`src/rtl/rv32i_pkg.sv`:
```
// Shared types for the multicycle RV32I controller: FSM states, opcodes and
// datapath select encodings.
package rv32i_pkg;

  typedef enum logic [2:0] {
    S_FETCH     = 3'd0,
    S_WAIT      = 3'd1,
    S_DECODE    = 3'd2,
    S_EXECUTE   = 3'd3,
    S_MEM       = 3'd4,
    S_MEM_WAIT  = 3'd5,
    S_WRITEBACK = 3'd6,
    S_TRAP      = 3'd7
  } state_t;

  localparam logic [6:0] OP_R      = 7'b0110011;
  localparam logic [6:0] OP_IALU   = 7'b0010011;
  localparam logic [6:0] OP_LOAD   = 7'b0000011;
  localparam logic [6:0] OP_STORE  = 7'b0100011;
  localparam logic [6:0] OP_BRANCH = 7'b1100011;
  localparam logic [6:0] OP_JAL    = 7'b1101111;
  localparam logic [6:0] OP_JALR   = 7'b1100111;
  localparam logic [6:0] OP_LUI    = 7'b0110111;
  localparam logic [6:0] OP_AUIPC  = 7'b0010111;

  typedef enum logic [1:0] {A_RS1 = 2'd0, A_PC = 2'd1, A_ZERO = 2'd2} alu_a_sel_t;
  typedef enum logic [1:0] {OPC_ADD = 2'd0, OPC_FUNCT = 2'd1, OPC_BRANCH = 2'd2} alu_op_class_t;
  typedef enum logic [1:0] {WB_ALU = 2'd0, WB_MEM = 2'd1, WB_PC4 = 2'd2, WB_IMM = 2'd3} wb_sel_t;

endpackage

```
`src/rtl/ctrl_decode.sv`:
```
// Combinational opcode decoder: maps opcode[6:0] to legality, datapath
// selects and instruction-class flags.
module ctrl_decode
  import rv32i_pkg::*;
(
  input  logic [6:0]    opcode_i,
  output logic          legal_o,
  output alu_a_sel_t    alu_a_sel_o,
  output logic          alu_b_sel_o,
  output alu_op_class_t alu_op_class_o,
  output wb_sel_t       wb_sel_o,
  output logic          is_load_o,
  output logic          is_store_o,
  output logic          is_branch_o,
  output logic          is_jump_o
);

  always_comb begin
    legal_o        = 1'b1;
    alu_a_sel_o    = A_RS1;
    alu_b_sel_o    = 1'b0;
    alu_op_class_o = OPC_ADD;
    wb_sel_o       = WB_ALU;
    is_load_o      = 1'b0;
    is_store_o     = 1'b0;
    is_branch_o    = 1'b0;
    is_jump_o      = 1'b0;
    case (opcode_i)
      OP_R:      alu_op_class_o = OPC_FUNCT;
      OP_IALU: begin
        alu_b_sel_o    = 1'b1;
        alu_op_class_o = OPC_FUNCT;
      end
      OP_LOAD: begin
        alu_b_sel_o = 1'b1;
        wb_sel_o    = WB_MEM;
        is_load_o   = 1'b1;
      end
      OP_STORE: begin
        alu_b_sel_o = 1'b1;
        is_store_o  = 1'b1;
      end
      OP_BRANCH: begin
        alu_op_class_o = OPC_BRANCH;
        is_branch_o    = 1'b1;
      end
      OP_JAL: begin
        wb_sel_o  = WB_PC4;
        is_jump_o = 1'b1;
      end
      OP_JALR: begin
        alu_b_sel_o = 1'b1;
        wb_sel_o    = WB_PC4;
        is_jump_o   = 1'b1;
      end
      OP_LUI:    wb_sel_o = WB_IMM;
      OP_AUIPC: begin
        alu_a_sel_o = A_PC;
        alu_b_sel_o = 1'b1;
      end
      default:   legal_o = 1'b0;
    endcase
  end

endmodule

```
`src/rtl/multicycle_ctrl.sv`:
```
// Multicycle RV32I sequencer owning PC and IR. Optional macro
// RETIRE_COUNTER_EN adds a 32-bit retired-instruction counter output.
module multicycle_ctrl
  import rv32i_pkg::*;
#(
  parameter logic [31:0] RESET_PC    = 32'h0000_0000,
  parameter int          MEM_LATENCY = 1
) (
  input  logic        clk,
  input  logic        reset,
  output logic [31:0] imem_address,
  input  logic [31:0] imem_data_out,
  output logic [31:0] instr,
  output logic [31:0] pc,
  input  logic [31:0] imm,
  input  logic [31:0] alu_out,
  input  logic        branch_taken,
  output logic [1:0]  alu_a_sel,
  output logic        alu_b_sel,
  output logic [1:0]  alu_op_class,
  output logic [31:0] dmem_address,
  output logic        dmem_wren,
  output logic        regfile_wren,
  output logic [1:0]  wb_sel,
  output logic        trap
`ifdef RETIRE_COUNTER_EN
  ,
  output logic [31:0] instret
`endif
);

  localparam logic [2:0] LAT_LAST = 3'(MEM_LATENCY - 1);

  state_t        state_q, state_d;
  logic [2:0]    cnt_q, cnt_d;
  logic [31:0]   pc_q, pc_d, npc_q, instr_q, dmem_addr_q;

  logic          dec_legal, dec_b_sel, dec_load, dec_store, dec_branch, dec_jump;
  alu_a_sel_t    dec_a_sel;
  alu_op_class_t dec_class;
  wb_sel_t       dec_wb;

  ctrl_decode u_decode (
    .opcode_i       (instr_q[6:0]),
    .legal_o        (dec_legal),
    .alu_a_sel_o    (dec_a_sel),
    .alu_b_sel_o    (dec_b_sel),
    .alu_op_class_o (dec_class),
    .wb_sel_o       (dec_wb),
    .is_load_o      (dec_load),
    .is_store_o     (dec_store),
    .is_branch_o    (dec_branch),
    .is_jump_o      (dec_jump)
  );

  logic [31:0] target;
  logic        redirect, misaligned;

  // Next PC is resolved in EXECUTE while imm/alu_out/branch_taken are valid.
  always_comb begin
    target = pc_q + 32'd4;
    if (instr_q[6:0] == OP_JALR)
      target = {alu_out[31:1], 1'b0};
    else if (dec_jump || (dec_branch && branch_taken))
      target = pc_q + imm;
  end

  assign redirect   = dec_jump || (dec_branch && branch_taken);
  assign misaligned = redirect && target[1];

  always_comb begin
    state_d = state_q;
    case (state_q)
      S_FETCH:     state_d = S_WAIT;
      S_WAIT:      if (cnt_q == LAT_LAST) state_d = S_DECODE;
      S_DECODE:    state_d = dec_legal ? S_EXECUTE : S_TRAP;
      S_EXECUTE: begin
        if (misaligned)                  state_d = S_TRAP;
        else if (dec_load || dec_store)  state_d = S_MEM;
        else if (dec_branch)             state_d = S_FETCH;
        else                             state_d = S_WRITEBACK;
      end
      S_MEM:       state_d = dec_store ? S_FETCH : S_MEM_WAIT;
      S_MEM_WAIT:  if (cnt_q == LAT_LAST) state_d = S_WRITEBACK;
      S_WRITEBACK: state_d = S_FETCH;
      default:     state_d = S_TRAP;
    endcase
  end

  always_comb begin
    cnt_d = 3'd0;
    if ((state_q == S_WAIT || state_q == S_MEM_WAIT) && state_d == state_q)
      cnt_d = cnt_q + 3'd1;
  end

  always_comb begin
    pc_d = pc_q;
    if (state_d == S_FETCH) begin
      if (state_q == S_EXECUTE)
        pc_d = target;
      else if (state_q == S_MEM || state_q == S_WRITEBACK)
        pc_d = npc_q;
    end
  end

  always_ff @(posedge clk or negedge reset) begin
    if (!reset) begin
      state_q     <= S_FETCH;
      cnt_q       <= 3'd0;
      pc_q        <= RESET_PC;
      npc_q       <= RESET_PC;
      instr_q     <= 32'd0;
      dmem_addr_q <= 32'd0;
    end else begin
      state_q <= state_d;
      cnt_q   <= cnt_d;
      pc_q    <= pc_d;
      if (state_q == S_WAIT && state_d == S_DECODE)
        instr_q <= imem_data_out;
      if (state_q == S_EXECUTE) begin
        npc_q       <= target;
        dmem_addr_q <= alu_out;
      end
    end
  end

`ifdef RETIRE_COUNTER_EN
  logic [31:0] instret_q;

  always_ff @(posedge clk or negedge reset) begin
    if (!reset)
      instret_q <= 32'd0;
    else if (state_d == S_FETCH && state_q != S_FETCH && state_q != S_TRAP)
      instret_q <= instret_q + 32'd1;
  end

  assign instret = instret_q;
`endif

  logic sel_vld;
  assign sel_vld = (state_q == S_EXECUTE) || (state_q == S_MEM) ||
                   (state_q == S_MEM_WAIT) || (state_q == S_WRITEBACK);

  assign imem_address = pc_q;
  assign pc           = pc_q;
  assign instr        = instr_q;
  assign dmem_address = dmem_addr_q;
  assign alu_a_sel    = sel_vld ? dec_a_sel : A_RS1;
  assign alu_b_sel    = sel_vld & dec_b_sel;
  assign alu_op_class = sel_vld ? dec_class : OPC_ADD;
  assign wb_sel       = sel_vld ? dec_wb : WB_ALU;
  assign dmem_wren    = (state_q == S_MEM) && dec_store;
  assign regfile_wren = (state_q == S_WRITEBACK);
  assign trap         = (state_q == S_TRAP);

endmodule
```
`config.mk`:
```
export PLATFORM = sky130hd
export DESIGN_NAME = multicycle_ctrl
export DESIGN_NICKNAME = d
export VERILOG_FILES = /design/src/rtl/rv32i_pkg.sv /design/src/rtl/ctrl_decode.sv /design/src/rtl/multicycle_ctrl.sv
export SDC_FILE = /design/constraint.sdc
export NUM_CORES = 1
export LEC_CHECK = 0
export ABC_CLOCK_PERIOD_IN_PS = 2700
export CORE_ASPECT_RATIO = 1.25
export CORE_MARGIN = 8
export CORE_UTILIZATION = 45
export DETAILED_ROUTE_END_ITERATION = 16
export PLACE_DENSITY_LB_ADDON = 0.15
export SETUP_SLACK_MARGIN = 0.1
export SYNTH_ARGS = -nofsm -noshare
export SYNTH_HDL_FRONTEND = slang
export SYNTH_HIERARCHICAL = 1
export SYNTH_SLANG_ARGS = --single-unit
```
`constraint.sdc`:
```
create_clock -name clk -period 2.7 [get_ports clk]
set_input_delay 0.54 -clock clk [delete_from_list [all_inputs] [get_ports clk]]
set_output_delay 0.54 -clock clk [all_outputs]
set_load 0.01 [all_outputs]
```
==> impl_metrics.toml <==
[timing]
worst_slew_pin_slew_ps = 668.5
hold_ws_ps = 18.73
period_minus_slack_ps = 2715
hold_violations = 0
fin_skew_ps = 8.119
fmax_ghz = 0.3684
slew_violations = 0
rsz0062_at_grt = "yes"
worst_slack_ps = -14.77
setup_violations = 2
slew_headroom = 0.5533
finalCritPeriodShare = 1.005

[floorplanning]
die_area_um2 = 23890
rows = 56
io_pins = 237
die_h_um = 170.8
core-area_um2 = 18780
initial_core_util = 0.4596
die_x_um = 139.9

[critical_path]
critPathKind = "reg2reg"
required_ps = 3010
r2r-start = "imem_address[0]$_DFFE_PN0P_"
worstSetupStartpoint = "imem_address[0]$_DFFE_PN0P_"
path_cells = "ha_4 > inv_2 > fa_2 > nor2b_2 > o211a_1 > o211ai_1 > nand2_1 > a211o_4 > mux2i_1 > o221ai_2 > mux2_4"
crit_fanout = 4
startpoint_type = "register"
arrival_ps = 3020
cp-end-kind = "register"
r2r_cells = 11
slowest_delay_ps = 410
crit_slowest_cell = "dfrtp_1"

[cells_and_area]
syn_to_final_growth_pct = 54.52
finalNetCount = 1434
layout_common_cells = "clkdlybuf4s50_1, nand2_1, buf_4"
layout-drive-gt1-share = 0.2688
final_util = 0.7102
fillCellCount = 1421
final_common_cell = "clkdlybuf4s50_1"

[route]
wirelength_mm = 29.61
avgViaCountPerCell = 5.597
drc = 0
drt_iter0_markers = 513
drtAntennaViolNets = 0
via_count = 8653
wire_per_inst_um = 19.15
firstDrtPassIters = 5

[placement]
dpl.hpwl_mm = 21.65
place_congestion = 0.9328
io_buffers = 235

[clock_tree]
cts_tree = "yes"
clk_latency_ps = 430
clockBufferDepth = 2
cts-buffers-inserted = 17
htreeDepth = 4
clockRootBuffer = "clkbuf_16"
numClockSinks = 134
clkTransAtPathRegs_ps = 60

[yosys]
synth_top_area_frac = 0.3885
syn_area_um2 = 8631
ys_types = 83
synthFlopType = "dfrtp_1"
synth_edf_count = 0
yosys_warnings = 6
syn_inst = 962
avgSynthCellArea_um2 = 8.972
ys_seq_elements = 134
synthArstFlopShare = 1.000
synth_fp_nets = 1096
seq_area_frac_synth = 0.3885
synth_area_leaders = "dfrtp_1, nand2_1, mux2_2, ha_1, o21ai_0"
synth_top_cell_by_area = "dfrtp_1"

[power_and_ir_drop]
p_leak_nw = 5.889
power.density_nw_per_um2 = 356.2
max-vdd-ir-drop_uv = 453.3

[global_route]
grt_overflow = 0
grt_pass1_vias = 8942
grt_first_pass_wirelength_mm = 46.38
grt_max_degree = 57
antenna_found_initial = 3
globalRouteTotalUtil = 0.2443

[worst_hold_path]
hold_class = "in2async"

[status]
violations = "negative setup slack"
status = "finished with violations"

[job]
cap_viol_max_count = 0
-- cell type report --
cell class,count,area [um2],area share
clock buffers,21,450.4,0.03377
clock inverters,11,125.1,0.009382
diodes,1,2.502,0.0001876
repair buffers,397,3651,0.2738
well taps,232,290.3,0.02177
flip-flops and latches,134,3362,0.2521
multi-input cells,732,5388,0.4040
inverters,18,67.56,0.005066
-- cells by family (layout without fill, tap and decap cells) --
family,count (synthesis),after routing,synth area share
xor+xnor,45,45,0.04726
compound gates,227,227,0.1760
flops,134,134,0.3885
buf+inv,96,447,0.06161
simple gates,363,363,0.1950
fa+ha+maj,35,35,0.05161
other cells,1,2,0.0004345
mux,61,61,0.07959
-- cells in the mapped netlist, types with 4 or more instances --
cell type	number
nand3_1	22
a21o_1	17
xor2_1	17
o31ai_1	8
ha_1	34
inv_1	18
o21ai_0	65
mux2_2	48
a21oi_1	51
and3_1	11
nand2_1	166
buf_2	11
clkbuf_1	25
and4_1	4
o221ai_1	5
o21ai_1	6
o21a_1	7
and2_1	4
dfrtp_1	134
nand4_1	11
nand2b_1	9
a31oi_1	8
o211ai_1	11
xnor2_1	27
mux2i_1	6
buf_4	38
a211oi_1	9
nor3_1	17
nor2b_1	12
nor4_1	4
or3_1	13
mux2_1	5
nor2_1	72
-- per-layer routing --
metal,track usage,part of all wire,vias to the layer above
met3,0.08366,0.083,86
met2,0.4164,0.49,343
met1,0.2699,0.39,4179
met5,0,0.00074,-
met4,0.1183,0.038,4
li1,-,-,4041
-- per-stage QoR --
step	area (um2)	setup slack [ps]	instances	total power, mW	setup TNS, ps
after floorplan	8711	107.2	962	2.159	0
after global placement	12050	-509.1	1494	2.429	-16410
after detailed placement	12050	-575.7	1494	2.431	-18490
after CTS	12890	74.71	1531	4.754	0
after global routing	13340	-74.52	1546	4.884	-358.8
final	13340	-14.77	1546	4.750	-15.37
-- registers in the layout, summed over array words and instances, names as in the netlist --
register / flops
cnt_q: 3
dmem_address: 32
imem_address: 32
instr: 32
npc_q: 32
state_q: 3
-- repair_timing --
item,CTS,global route
setup endpoints to repair,36,43
hold buffers,0,0
gates cloned,0,0
buffers inserted,5,14
resized for setup,61,82
pin swaps,22,45
-- path summary, 6_finish.rpt --
check	end	slack [ps]
setup / recovery	imem_address[26]$_DFFE_PN0P_	-10
hold / removal	dmem_address[10]$_DFFE_PN0P_	20
setup reg to reg	imem_address[26]$_DFFE_PN0P_	-10
hold reg to reg	dmem_address[11]$_DFFE_PN0P_	470
max in group asynchronous	imem_address[22]$_DFFE_PN0P_	2000
min in group clk	dmem_address[11]$_DFFE_PN0P_	470
-- critical path: cells and delay by family (launching register included) --
kind	cells	cell delay (ps)
flops	1	410
mux	2	460
simple gates	2	200
buf+inv	1	50
compound gates	4	1090
fa+ha+maj	2	380
-- where the power goes --
| group | switching [mW] | internal [mW] |
|---|---|---|
| Sequential | 0.000431 | 2.01 |
| Clock | 0.930 | 1.39 |
| Combinational | 0.191 | 0.233 |
| Total | 1.12 | 3.63 |
Note: power is estimated with default switching activity, not from simulation.
